<file path="src/rtl/seg7_pkg.sv">
// Shared types and the 7-segment glyph table for the display-capture monitor.
package seg7_pkg;

  // Active-high gfedcba patterns, index = hex value; entry 15 sits at the MSB end.
  localparam logic [15:0][6:0] SEG_HEX = {
    7'h71, 7'h79, 7'h5E, 7'h39, 7'h7C, 7'h77, 7'h6F, 7'h7F,
    7'h07, 7'h7D, 7'h6D, 7'h66, 7'h4F, 7'h5B, 7'h06, 7'h3F
  };

  typedef logic [1:0] digit_idx_t;

  typedef enum logic [1:0] {IDLE, SETTLE, HOLD} state_t;

  function automatic logic an_single(input logic [3:0] an);
    return ($countones(~an) == 1);
  endfunction

  function automatic digit_idx_t an_to_idx(input logic [3:0] an);
    digit_idx_t idx;
    case (an)
      4'b1101: idx = 2'd1;
      4'b1011: idx = 2'd2;
      4'b0111: idx = 2'd3;
      default: idx = 2'd0;
    endcase
    return idx;
  endfunction

endpackage

</file>
<file path="src/rtl/seg_capture_4_7_if.sv">
// Display-line and result bundle for seg_capture_4_7; master drives the scanned lines.
interface seg_capture_4_7_if;
  logic [3:0]  an;
  logic [6:0]  seg;
  logic        dp;
  logic [15:0] binary_num;
  logic        frame_valid;
  logic        decode_err;
  logic        locked;
  logic [3:0]  dp_flags;

  modport master (
    output an, seg, dp,
    input  binary_num, frame_valid, decode_err, locked, dp_flags
  );

  modport slave (
    input  an, seg, dp,
    output binary_num, frame_valid, decode_err, locked, dp_flags
  );
endinterface

</file>
<file path="src/rtl/segment_to_binary.sv">
// Reverse lookup of an active-high 7-segment pattern to its hex nibble.
module segment_to_binary
  import seg7_pkg::*;
(
  input  logic [6:0] pattern,
  output logic [3:0] nibble,
  output logic       valid
);

  always_comb begin
    nibble = '0;
    valid  = 1'b0;
    for (int i = 0; i < 16; i++) begin
      if (pattern == SEG_HEX[i]) begin
        nibble = 4'(i);
        valid  = 1'b1;
      end
    end
  end

endmodule

</file>
<file path="src/rtl/seg_capture_4_7.sv">
// Receive-side monitor for a 4-digit multiplexed 7-segment display; rebuilds the shown value.
// Optional SEG_CAPTURE_DP_EN captures per-digit decimal points into dp_flags.
module seg_capture_4_7
  import seg7_pkg::*;
#(
  parameter int SETTLE_CYCLES  = 16,
  parameter int TIMEOUT_CYCLES = 100000
) (
  input logic              clk,
  input logic              rst_n,
  seg_capture_4_7_if.slave bus
);

  localparam int SW = (SETTLE_CYCLES > 2) ? $clog2(SETTLE_CYCLES) : 1;
  localparam int TW = $clog2(TIMEOUT_CYCLES + 1);
  localparam logic [SW-1:0] SETTLE_LAST  = SW'(SETTLE_CYCLES - 1);
  localparam logic [TW-1:0] TIMEOUT_LOAD = TW'(TIMEOUT_CYCLES);

  logic [3:0] an_p0, an_p1, an_p2;
  logic [6:0] seg_p0, seg_p1, seg_p2;
  logic       stable;

  state_t          state, state_nxt;
  logic [SW-1:0]   settle_cnt, settle_nxt;
  logic [3:0]      hold_an;
  logic            sample_en, sample_ok, multi_err, err_latch;
  logic            single, multi;
  digit_idx_t      idx;
  logic [3:0]      nibble;
  logic            nib_valid;

  logic [3:0][3:0] shadow;
  logic [3:0]      seen;
  logic            frame_pend;
  logic [TW-1:0]   to_cnt;
  logic [15:0]     binary_num_q;
  logic            frame_valid_q, decode_err_q, locked_q;

  // Stage p0/p1: two-flop synchronizer; p2: previous cycle for the stability compare
  always_ff @(posedge clk or negedge rst_n) begin
    if (!rst_n) begin
      an_p0  <= 4'hF;
      an_p1  <= 4'hF;
      an_p2  <= 4'hF;
      seg_p0 <= 7'h7F;
      seg_p1 <= 7'h7F;
      seg_p2 <= 7'h7F;
    end else begin
      an_p0  <= bus.an;
      an_p1  <= an_p0;
      an_p2  <= an_p1;
      seg_p0 <= bus.seg;
      seg_p1 <= seg_p0;
      seg_p2 <= seg_p1;
    end
  end

`ifdef SEG_CAPTURE_DP_EN
  logic       dp_p0, dp_p1, dp_p2;
  logic [3:0] dp_shadow, dp_flags_q;

  always_ff @(posedge clk or negedge rst_n) begin
    if (!rst_n) begin
      dp_p0      <= 1'b1;
      dp_p1      <= 1'b1;
      dp_p2      <= 1'b1;
      dp_shadow  <= '0;
      dp_flags_q <= '0;
    end else begin
      dp_p0 <= bus.dp;
      dp_p1 <= dp_p0;
      dp_p2 <= dp_p1;
      if (sample_ok) dp_shadow[idx] <= ~dp_p1;
      if (frame_pend) dp_flags_q <= dp_shadow;
    end
  end

  assign stable       = ({an_p1, seg_p1, dp_p1} == {an_p2, seg_p2, dp_p2});
  assign bus.dp_flags = dp_flags_q;
`else
  logic unused_dp;
  assign unused_dp    = bus.dp;
  assign stable       = ({an_p1, seg_p1} == {an_p2, seg_p2});
  assign bus.dp_flags = 4'b0000;
`endif

  assign single    = an_single(an_p1);
  assign multi     = !single && (an_p1 != 4'hF);
  assign idx       = an_to_idx(an_p1);
  assign sample_ok = sample_en && nib_valid;

  segment_to_binary u_dec (
    .pattern (~seg_p1),
    .nibble  (nibble),
    .valid   (nib_valid)
  );

  // A multi-anode error is reported from IDLE, once until the anodes leave that state
  always_comb begin
    state_nxt  = state;
    settle_nxt = settle_cnt;
    sample_en  = 1'b0;
    multi_err  = 1'b0;
    case (state)
      IDLE: begin
        if (single) begin
          state_nxt  = SETTLE;
          settle_nxt = '0;
        end else if (multi && !err_latch) begin
          multi_err = 1'b1;
        end
      end
      SETTLE: begin
        if (!single) begin
          state_nxt = IDLE;
        end else if (!stable) begin
          settle_nxt = '0;
        end else if (settle_cnt == SETTLE_LAST) begin
          sample_en = 1'b1;
          state_nxt = HOLD;
        end else begin
          settle_nxt = settle_cnt + 1'b1;
        end
      end
      HOLD: begin
        if (an_p1 != hold_an) begin
          state_nxt  = single ? SETTLE : IDLE;
          settle_nxt = '0;
        end
      end
      default: state_nxt = IDLE;
    endcase
  end

  always_ff @(posedge clk or negedge rst_n) begin
    if (!rst_n) begin
      state      <= IDLE;
      settle_cnt <= '0;
      hold_an    <= 4'hF;
      err_latch  <= 1'b0;
    end else begin
      state      <= state_nxt;
      settle_cnt <= settle_nxt;
      err_latch  <= multi && (err_latch || multi_err);
      if (sample_en) hold_an <= an_p1;
    end
  end

  // Stage p3: sample commit, frame close one cycle later, lock timeout
  always_ff @(posedge clk or negedge rst_n) begin
    if (!rst_n) begin
      shadow        <= '0;
      seen          <= '0;
      frame_pend    <= 1'b0;
      to_cnt        <= '0;
      binary_num_q  <= '0;
      frame_valid_q <= 1'b0;
      decode_err_q  <= 1'b0;
      locked_q      <= 1'b0;
    end else begin
      frame_valid_q <= 1'b0;
      frame_pend    <= 1'b0;
      decode_err_q  <= multi_err || (sample_en && !nib_valid);
      if (frame_pend) begin
        binary_num_q  <= shadow;
        frame_valid_q <= 1'b1;
        locked_q      <= 1'b1;
        seen          <= '0;
      end
      if (sample_ok) begin
        shadow[idx] <= nibble;
        seen[idx]   <= 1'b1;
        to_cnt      <= TIMEOUT_LOAD;
        frame_pend  <= (idx == 2'd0) && ((seen | 4'b0001) == 4'hF);
      end else if (to_cnt != '0) begin
        to_cnt <= to_cnt - 1'b1;
        if (to_cnt == TW'(1)) begin
          locked_q <= 1'b0;
          seen     <= '0;
        end
      end
    end
  end

  assign bus.binary_num  = binary_num_q;
  assign bus.frame_valid = frame_valid_q;
  assign bus.decode_err  = decode_err_q;
  assign bus.locked      = locked_q;

endmodule

</file>
<file path="src/flat_wrapper.sv">
// flat-port wrapper written by rule: the top's interface ports become plain ports
module seg_capture_4_7_flat import seg7_pkg::*;
#(
  parameter int SETTLE_CYCLES  = 16,
  parameter int TIMEOUT_CYCLES = 100000
)
  (clk, rst_n, bus_an, bus_seg, bus_dp, bus_binary_num, bus_frame_valid, bus_decode_err, bus_locked, bus_dp_flags);
  seg_capture_4_7_if bus_i ();
  input logic clk;
  input logic rst_n;
  input wire logic [$bits(bus_i.an)-1:0] bus_an;
  input wire logic [$bits(bus_i.seg)-1:0] bus_seg;
  input wire logic [$bits(bus_i.dp)-1:0] bus_dp;
  output wire logic [$bits(bus_i.binary_num)-1:0] bus_binary_num;
  output wire logic [$bits(bus_i.frame_valid)-1:0] bus_frame_valid;
  output wire logic [$bits(bus_i.decode_err)-1:0] bus_decode_err;
  output wire logic [$bits(bus_i.locked)-1:0] bus_locked;
  output wire logic [$bits(bus_i.dp_flags)-1:0] bus_dp_flags;
  assign bus_i.an = bus_an;
  assign bus_i.seg = bus_seg;
  assign bus_i.dp = bus_dp;
  assign bus_binary_num = bus_i.binary_num;
  assign bus_frame_valid = bus_i.frame_valid;
  assign bus_decode_err = bus_i.decode_err;
  assign bus_locked = bus_i.locked;
  assign bus_dp_flags = bus_i.dp_flags;
  seg_capture_4_7 #(.SETTLE_CYCLES(SETTLE_CYCLES), .TIMEOUT_CYCLES(TIMEOUT_CYCLES)) u_core (.clk(clk), .rst_n(rst_n), .bus(bus_i));
endmodule
</file>
<file path="config.mk">
export PLATFORM = sky130hd
export DESIGN_NAME = seg_capture_4_7_flat
export DESIGN_NICKNAME = d
export VERILOG_FILES = /design/src/rtl/seg7_pkg.sv /design/src/rtl/seg_capture_4_7_if.sv /design/src/rtl/segment_to_binary.sv /design/src/rtl/seg_capture_4_7.sv /design/src/flat_wrapper.sv
export SDC_FILE = /design/constraint.sdc
export NUM_CORES = 1
export LEC_CHECK = 0
export BUFFER_PORTS_ARGS = -buffer_cell sky130_fd_sc_hd__buf_2
export CORE_MARGIN = 1.5
export CORE_UTILIZATION = 60
export DETAILED_ROUTE_END_ITERATION = 6
export PLACE_DENSITY_LB_ADDON = 0.12
export SYNTH_ARGS = -nofsm -noshare
export SYNTH_HDL_FRONTEND = slang
export SYNTH_SLANG_ARGS = --single-unit
export TNS_END_PERCENT = 50
</file>
<file path="constraint.sdc">
create_clock -name clk -period 9.7 [get_ports clk]
set_input_delay 1.94 -clock clk [delete_from_list [all_inputs] [get_ports clk]]
set_output_delay 1.94 -clock clk [all_outputs]
set_load 0.02 [all_outputs]
</file>
==> flow_metrics.env, run 1 <==
export IMPL_status="complete, no violations"
export IMPL_rows=31
export IMPL_p_switching_mw=0.202
export IMPL_path_clk_slew_ns=0.11
export IMPL_netlist_instances=388
export IMPL_drtPass1Iterations=4
export IMPL_grt_antenna_before_repair=0
export IMPL_min_to="u_core.an_p1[3]"
export IMPL_cts_root_buf="clkbuf_8"
export IMPL_hpwl_mm=5.50
export IMPL_worstSetupPathType="reg2reg"
export IMPL_initial_core_util=0.630
export IMPL_die_x_um=91.2
export IMPL_final_nets=441
export IMPL_final_area_sq_mm=0.00506
export IMPL_route_detailed_drc=0
export IMPL_p_clk_frac=0.348
export IMPL_yosys_top_cells_count="dfrtp_1, dfstp_2, mux2_2, nor2_1, nand2_1"
export IMPL_dpl_cell_area_sq_mm=0.00486
export IMPL_r2r_slack_ns=5.64
export IMPL_numCtsBuffers=9
export IMPL_whs_ns=0.354
export IMPL_area_delta_synth_final_pct=8.36
export IMPL_worst_ep_arrival_time_ns=4.37
export IMPL_maxCapViolations=0
export IMPL_cts_repair_resized=0
export IMPL_pin_count=37
export IMPL_clockBufferDepth=2
export IMPL_min_path_type="reg2reg"
export IMPL_cts_setup_buffers=0
export IMPL_via_count=3011
export IMPL_insertion_delay_ns=0.37
export IMPL_synth_top_area_frac=0.338
export IMPL_ir_drop_uv=125
export IMPL_cp_start_kind="register"
export IMPL_synthTopCellsByArea="dfrtp_1, dfstp_2, mux2_2, xnor2_1, ha_1"
export IMPL_pwr_share_comb=0.065
export IMPL_yosysMostFrequentCell="dfrtp_1"
export IMPL_nFillCells=570
export IMPL_fin_crit_ns=4.06
export IMPL_io_buffer_count=31
export IMPL_grt_ovfl_total=0
export IMPL_ys_seq_area_frac=0.546
export IMPL_fmax_mhz=246
export IMPL_syn_area_per_cell_sq_um=12.0
export IMPL_holdCritStartpoint="u_core.an_p0[3]"
export IMPL_grt_pass1_wl_mm=14.1
export IMPL_slew_headroom=0.245
export IMPL_drive_gt1_frac=0.307
export IMPL_clock_sinks=100
export IMPL_wire_per_inst_um=15.3
export IMPL_cts_hold_fix_buffers=0
export IMPL_cts_tree="done"
export IMPL_grt_pass1_vias=3036
export IMPL_grt_total_usage=0.214
export IMPL_rr_endpoint="u_core.seen[3]"
export IMPL_p_seq_frac=0.587
export IMPL_setup_viol=0
export IMPL_p_sw_frac=0.266
export IMPL_yosysTopAreaCell="dfrtp_1"
export IMPL_critPathMaxFanout=12
export IMPL_ant_nets=0
export IMPL_holdPathStages=0
export IMPL_syn_cell_area_sq_mm=0.00467
export IMPL_finalMaxSlewViolations=0
export IMPL_end_kind="register"
export IMPL_synth_cell_types=69
export IMPL_synthFlopType="dfrtp_1"
export IMPL_htreeDepth=3
export IMPL_pwr_density_cell_mw_per_mm2=150
export IMPL_ys_warn_count=0
export IMPL_coreArea_sq_mm=0.00741
export IMPL_final_setup_tns_ns=0
export IMPL_rsz0062_at_grt="false"
export IMPL_async_flop_share=1.00
export IMPL_worstMarginPinSlew_ns=1.13
export IMPL_insertedDiodeCount=0
export IMPL_min_period_over_period=0.418
export IMPL_intPower_mw=0.556
export IMPL_viasPerCell=5.80
export IMPL_synth_edff_count=0
export IMPL_die_h_um=91.2
export IMPL_reg2reg_depth=9
export IMPL_grt_max_degree=57
export IMPL_ys_ff_latch=100
export IMPL_drt_initial_drc_count=112
export IMPL_routabilityCongestion=0.815
export IMPL_report_final_hold_viol_count=0
export IMPL_p_leak_nw=2.38
export IMPL_r2r_start="u_core.an_p1[2]"
export IMPL_wl_mm=7.95
export IMPL_dieArea_sq_mm=0.00832
export IMPL_clock_skew_ns=0.0170
export IMPL_critical_path_required_ns=10.01
-- kinds of logic after synthesis --
kind of cell / count (synthesis) / share of synthesized area
compound gates: 64 / 0.108
xor+xnor: 25 / 0.0485
fa+ha+maj: 12 / 0.0338
buf+inv: 29 / 0.0316
flops: 100 / 0.546
mux: 35 / 0.0836
other cells: 1 / 0.000803
simple gates: 122 / 0.148
-- cell usage in the layout (no fill, tap or decap), types with 6 or more instances in the layout --
cell type / netlist / layout
nand2_1: 24 / 24
ha_1: 11 / 11
a21oi_1: 12 / 12
dfstp_2: 37 / 37
dfrtp_1: 63 / 63
nand3_1: 9 / 9
clkbuf_8: 0 / 9
inv_1: 10 / 10
nor2_1: 25 / 25
xnor2_1: 18 / 18
buf_2: 7 / 30
nand2b_1: 7 / 7
nor3_1: 8 / 8
mux2_2: 29 / 29
o21ai_0: 14 / 14
xor2_1: 6 / 6
nand4_1: 13 / 13
nor2b_1: 6 / 6
-- sequential cells by signal, indices dropped and copies added (netlist names), 7 cells and up --
register and cells:
u_core.bus.binary_num 16, u_core.seg_p0 7, u_core.seg_p1 7, u_core.seg_p2 7, u_core.shadow 16, u_core.to_cnt 17
-- worst max-delay path, cell delays in order (launching register included) --
cell and delay, ns:
dfstp_2 0.62, inv_1 0.10, ha_1 0.31, ha_1 0.22, fa_1 0.45, nor3b_1 0.41
nand4_1 0.18, or4_4 0.61, a31oi_1 0.86, a211o_1 0.24
-- through the flow --
step | setup WS, ns | util | power [mW] | cells
2_1_floorplan | 6.35 | - | 0.484 | 391
3_3_place_gp | 5.76 | 0.656 | 0.499 | 503
3_5_place_dp | 5.71 | 0.656 | 0.502 | 503
4_1_cts | 5.69 | 0.683 | 0.766 | 519
5_1_grt | 5.48 | 0.683 | 0.791 | 519
6_report | 5.64 | 0.683 | 0.757 | 519
-- layout make-up --
| type | count | area (sq um) | area share |
|---|---|---|---|
| sequential | 100 | 2550 | 0.504 |
| multi-input combinational | 262 | 1980 | 0.392 |
| timing repair buffer | 32 | 165 | 0.0326 |
| clock buffer | 9 | 124 | 0.0245 |
| tap | 99 | 124 | 0.0245 |
| clock inverter | 7 | 76.3 | 0.0151 |
| inverter | 10 | 37.5 | 0.00742 |
-- worst max-delay path by stage --
stage | from | endpoint | slack (ns) | cells after the start
2_1_floorplan | u_core.an_p1[2] | u_core.shadow[12] | 6.35 | 9
3_3_place_gp | u_core.an_p1[2] | u_core.seen[3] | 5.76 | 9
3_5_place_dp | u_core.an_p1[2] | u_core.to_cnt[13] | 5.71 | 9
4_1_cts | u_core.an_p1[2] | u_core.seen[3] | 5.69 | 9
5_1_grt | u_core.an_p1[2] | u_core.to_cnt[4] | 5.48 | 9
6_report | u_core.an_p1[2] | u_core.seen[3] | 5.64 | 9
-- power by group through the flow --
stage               Sequential (mW)  Clock [mW]  Combinational [mW]
detailed placement            0.452           0              0.0498
CTS                           0.444       0.272              0.0501
global route                  0.446       0.288              0.0566
finish                        0.444       0.264              0.0492
floorplan                     0.447           0              0.0365
global placement              0.451           0              0.0483
-- layer usage --
| layer | GRT usage | wire length [um] | share of wire |
|---|---|---|---|
| met1 | 0.278 | 3590 | 0.45 |
| met2 | 0.358 | 3980 | 0.50 |
| met3 | 0.0385 | 291 | 0.037 |
| met4 | 0.0781 | 90 | 0.011 |
| met5 | 0 | 0 | 0 |
Power figures use the tool's default switching activity.
==> run 2: changes to the inputs <==
clock period = 3.8 ns   (was 9.7 ns; I/O delays follow)
==> run 2 against run 1 <==
Sequential share of layout area fell by 0.52 points; highest routed layer unchanged; register-to-register slack got worse by 5.4 ns; clock power grew to 2.6 times the previous value; hold slack better by 0.0074 ns; critical endpoint is now u_core.shadow[12]; sequential power rose to 2.5 times the previous value; largest power group unchanged; first-iteration DRC count is 21% lower; worst setup slack got worse by 5.4 ns; die area unchanged; global-route usage is 0.46 points higher; count of clock-buffer cells in the layout did not move; critical path depth did not move; final area increased by 1.0%.
==> flow_metrics.env, run 2 (synthesized netlist as in run 1, its figures left out) <==
export IMPL_status="complete, no violations"
export IMPL_rows=31
export IMPL_finalMaxSlewViolations=0
export IMPL_insertedDiodeCount=0
export IMPL_final_setup_tns_ns=0
export IMPL_maxCapViolations=0
export IMPL_cp_slowest_cell="dfstp_2"
export IMPL_area_delta_synth_final_pct=9.49
export IMPL_min_period_over_period=0.948
export IMPL_dieArea_sq_mm=0.00832
export IMPL_largest_register_ffs=17
export IMPL_rsz0062_at_grt="false"
export IMPL_worstSetupPathType="reg2reg"
export IMPL_drtPass1Iterations=4
export IMPL_grt_max_degree=53
export IMPL_final_nets=446
export IMPL_grt_ovfl_total=0
export IMPL_final_common_cell="dfrtp_1"
export IMPL_pin_count=37
export IMPL_hpwl_mm=5.72
export IMPL_cts_repair_resized=0
export IMPL_grt_antenna_before_repair=0
export IMPL_insertion_delay_ns=0.37
export IMPL_pwr_density_cell_mw_per_mm2=380
export IMPL_viasPerCell=5.77
export IMPL_final_area_sq_mm=0.00511
export IMPL_dpl_cell_area_sq_mm=0.00490
export IMPL_path_clk_slew_ns=0.10
export IMPL_route_detailed_drc=0
export IMPL_wire_per_inst_um=15.4
export IMPL_ant_nets=0
export IMPL_clockBufferDepth=2
export IMPL_cts_hold_fix_buffers=0
export IMPL_routabilityCongestion=0.786
export IMPL_die_x_um=91.2
export IMPL_slew_headroom=0.455
export IMPL_cts_tree="done"
export IMPL_reg2reg_depth=9
export IMPL_critPathMaxFanout=6
export IMPL_worst_ep_arrival_time_ns=3.86
export IMPL_clock_skew_ns=0.0197
export IMPL_end_kind="register"
export IMPL_report_final_hold_viol_count=0
export IMPL_ir_drop_uv=335
export IMPL_regMostFlops="u_core.to_cnt"
export IMPL_holdPathStages=0
export IMPL_final_cell_mix="dfrtp_1, dfstp_2, buf_2"
export IMPL_crit_top_cell="ha_1"
export IMPL_crit_cells=9
export IMPL_htreeDepth=3
export IMPL_io_buffer_count=31
export IMPL_p_leak_nw=2.41
export IMPL_initial_core_util=0.630
export IMPL_cts_setup_buffers=0
export IMPL_cp_start_kind="register"
export IMPL_grt_total_usage=0.218
export IMPL_grt_pass1_wl_mm=14.5
export IMPL_cts_root_buf="clkbuf_8"
export IMPL_coreArea_sq_mm=0.00741
export IMPL_fin_crit_ns=3.60
export IMPL_worstMarginPinSlew_ns=0.817
export IMPL_clock_sinks=100
export IMPL_crit_buf_inv=1
export IMPL_drt_initial_drc_count=89
export IMPL_critPathTopFamily="simple AND/OR/NAND/NOR gates"
export IMPL_via_count=3022
export IMPL_critical_path_required_ns=4.06
export IMPL_setup_viol=0
export IMPL_die_h_um=91.2
export IMPL_min_path_type="reg2reg"
export IMPL_drive_gt1_frac=0.315
export IMPL_wl_mm=8.07
export IMPL_cpPeakStageDelay_ns=0.62
export IMPL_fmax_mhz=278
export IMPL_numCtsBuffers=9
export IMPL_grt_pass1_vias=3080
export IMPL_path_cells="inv_1 -> ha_1 -> ha_1 -> fa_1 -> nor3b_1 -> nand4_1 -> or4_4 -> a311oi_4 -> mux2_2"
-- run 2: area by class of cell --
| class | instances | area [sq um] |
|---|---|---|
| multi-input combinational | 262 | 1980 |
| inverter | 10 | 37.5 |
| tap | 99 | 124 |
| sequential | 100 | 2550 |
| clock buffer | 9 | 124 |
| fill | 533 | 2300 |
| clock inverter | 7 | 91.3 |
| timing repair buffer | 37 | 203 |
-- run 2: power by group --
part,switching (mW),internal [mW]
clock,0.412,0.269
combinational,0.0768,0.0527
sequential,0.0296,1.10
total,0.518,1.43
-- run 2: worst paths after layout --
kind / startpoint / to / slack, ns
max in group asynchronous: rst_n / u_core.seg_p0[1] / 2.61
worst max-delay path: u_core.an_p1[2] / u_core.shadow[12] / 0.20
worst min register to register: u_core.an_p0[1] / u_core.an_p1[1] / 0.36
worst min-delay path: u_core.an_p0[1] / u_core.an_p1[1] / 0.36
worst max register to register: u_core.an_p1[2] / u_core.shadow[12] / 0.20
min in group asynchronous: rst_n / u_core.to_cnt[7] / 0.41
-- run 2: stage by stage --
stage               cells  setup WS [ns]  hold slack, ns  utilization  power, mW
global route          524         0.0457           0.368        0.690       2.04
global placement      508          0.220           0.345        0.661       1.28
detailed placement    508          0.208           0.348        0.661       1.28
finish                524          0.198           0.362        0.690       1.94
floorplan             391          0.452           0.345            -       1.24
CTS                   524          0.182           0.363        0.690       1.97
-- run 2: routing by layer --
metal	global-route usage	part of all wire
met1	0.280	0.45
met2	0.374	0.51
met3	0.0503	0.031
met4	0.0521	0.0062
met5	0	0
-- run 2: worst reg2reg max path, stage by stage (launching register included) --
cell and delay (ns):
dfstp_2 0.62, inv_1 0.09, ha_1 0.30, ha_1 0.21
fa_1 0.44, nor3b_1 0.31, nand4_1 0.17, or4_4 0.53
a311oi_4 0.44, mux2_2 0.38
==> run 3: changes to the inputs <==
CORE_UTILIZATION = 45   (was 60)
==> run 3 against run 2 <==
Largest cell class unchanged; core utilization decreased by 18 points; largest power group unchanged; count of clock-buffer cells in the layout grew 2; worst setup slack gained 0.048 ns; non-clock buffer count is the same; clock power up 2%.
==> flow_metrics.env, run 3 (synthesized netlist as in run 1, its figures left out) <==
export IMPL_final_nets=446
export IMPL_rows=37
export IMPL_insertedDiodeCount=0
export IMPL_path_clk_slew_ns=0.10
export IMPL_drive_gt1_frac=0.315
export IMPL_slew_headroom=0.430
export IMPL_p_leak_nw=2.41
export IMPL_cts_setup_buffers=0
export IMPL_crit_top_cell="ha_1"
export IMPL_grt_pass1_vias=3005
export IMPL_ir_drop_uv=292
export IMPL_fmax_mhz=281
export IMPL_pwr_density_cell_mw_per_mm2=379
export IMPL_p_total_mw=1.96
export IMPL_dpl_cell_area_sq_mm=0.00496
export IMPL_final_setup_tns_ns=0
export IMPL_whs_ns=0.360
export IMPL_final_cell_mix="dfrtp_1, dfstp_2, buf_2"
export IMPL_finalMaxSlewViolations=0
export IMPL_worstSetupPathType="reg2reg"
export IMPL_wire_per_inst_um=14.7
export IMPL_setup_viol=0
export IMPL_die_x_um=105
export IMPL_final_common_cell="dfrtp_1"
export IMPL_status="complete, no violations"
export IMPL_cts_repair_resized=0
export IMPL_numCtsBuffers=9
export IMPL_maxCapViolations=0
export IMPL_drtPass1Iterations=4
export IMPL_critical_path_required_ns=4.07
export IMPL_grt_pass1_wl_mm=14.2
export IMPL_grt_antenna_before_repair=0
export IMPL_insertion_delay_ns=0.37
export IMPL_cts_hold_fix_buffers=0
export IMPL_end_kind="register"
export IMPL_min_path_type="reg2reg"
export IMPL_largest_register_ffs=17
export IMPL_nFillCells=918
export IMPL_path_cells="inv_1 -> ha_1 -> ha_1 -> fa_1 -> nor3b_1 -> nand4_1 -> or4_4 -> a311oi_4 -> mux2_2"
export IMPL_ant_nets=0
export IMPL_report_final_hold_viol_count=0
export IMPL_route_detailed_drc=0
export IMPL_via_count=2980
export IMPL_fin_crit_ns=3.55
export IMPL_drt_initial_drc_count=127
export IMPL_cpPeakStageDelay_ns=0.61
export IMPL_cp_start_kind="register"
export IMPL_dieArea_sq_mm=0.0110
export IMPL_grt_total_usage=0.165
export IMPL_critPathMaxFanout=6
export IMPL_wl_mm=8.26
export IMPL_htreeDepth=3
export IMPL_coreArea_sq_mm=0.0102
export IMPL_die_h_um=105
export IMPL_regMostFlops="u_core.to_cnt"
export IMPL_grt_max_degree=58
export IMPL_io_buffer_count=31
export IMPL_routabilityCongestion=0.779
export IMPL_rsz0062_at_grt="false"
export IMPL_hpwl_mm=5.69
export IMPL_area_delta_synth_final_pct=10.6
export IMPL_final_area_sq_mm=0.00516
export IMPL_viasPerCell=5.31
export IMPL_worst_ep_arrival_time_ns=3.82
export IMPL_grt_ovfl_total=0
export IMPL_worstMarginPinSlew_ns=0.855
export IMPL_min_period_over_period=0.935
export IMPL_clockBufferDepth=2
export IMPL_initial_core_util=0.458
export IMPL_clock_sinks=100
export IMPL_cts_root_buf="clkbuf_8"
export IMPL_cts_tree="done"
export IMPL_pin_count=37
export IMPL_cp_slowest_cell="dfstp_2"
export IMPL_clock_skew_ns=0.00724
-- run 3: cell count changes in the layout (fill, tap and decap cells not counted), sizes merged --
cell / before / now
clkbuf: 9 / 11
inv: 13 / 14
clkinv: 4 / 1
-- run 3: layout make-up --
cell class | count | area [sq um] | share of cell area
clock inverter | 5 | 46.3 | 0.00896
tap | 136 | 170 | 0.0329
clock buffer | 11 | 163 | 0.0315
timing repair buffer | 37 | 215 | 0.0417
sequential | 100 | 2550 | 0.493
inverter | 10 | 37.5 | 0.00727
multi-input combinational | 262 | 1980 | 0.384
-- run 3: routing by layer --
layer / vias to the layer above / wire, um / part of all wire / GRT usage
li1: 1453 / - / - / -
met1: 1483 / 3920 / 0.47 / 0.207
met2: 34 / 3970 / 0.48 / 0.270
met3: 10 / 230 / 0.028 / 0.0412
met4: 0 / 138 / 0.017 / 0.0685
met5: - / 0 / 0 / 0
-- run 3: where the power goes --
part,switching [mW],total (mW),internal (mW)
clock network,0.386,0.695,0.309
registers,0.0277,1.13,1.10
logic,0.0778,0.132,0.0544
-- run 3: final timing paths --
check | cells after the start | start | slack (ns) | endpoint
worst max-delay path | 9 | u_core.an_p1[2] | 0.25 | u_core.shadow[12]
worst min-delay path | 0 | u_core.seg_p0[0] | 0.36 | u_core.seg_p1[0]
worst max register to register | 9 | u_core.an_p1[2] | 0.25 | u_core.shadow[12]
worst min register to register | 0 | u_core.seg_p0[0] | 0.36 | u_core.seg_p1[0]
max in group asynchronous | 2 | rst_n | 2.70 | u_core.seg_p1[5]
min in group asynchronous | 1 | rst_n | 0.37 | u_core.to_cnt[1]
-- run 3: stage by stage --
step | worst slack (ns) | util | instances
after floorplan | 0.452 | - | 391
after global placement | 0.208 | 0.487 | 545
after detailed placement | 0.196 | 0.487 | 545
after CTS | 0.164 | 0.507 | 561
after global routing | 0.0508 | 0.507 | 561
final | 0.246 | 0.507 | 561
-- run 3: worst max-delay path, delay by kind of cell, from the launching register on --
kind,cells,cell delay [ns]
AOI/OAI and AO/OA,1,0.41
adders and majority gates,3,0.96
buffers and inverters,1,0.10
DFF,1,0.61
muxes,1,0.38
and+or+nand+nor,3,0.99
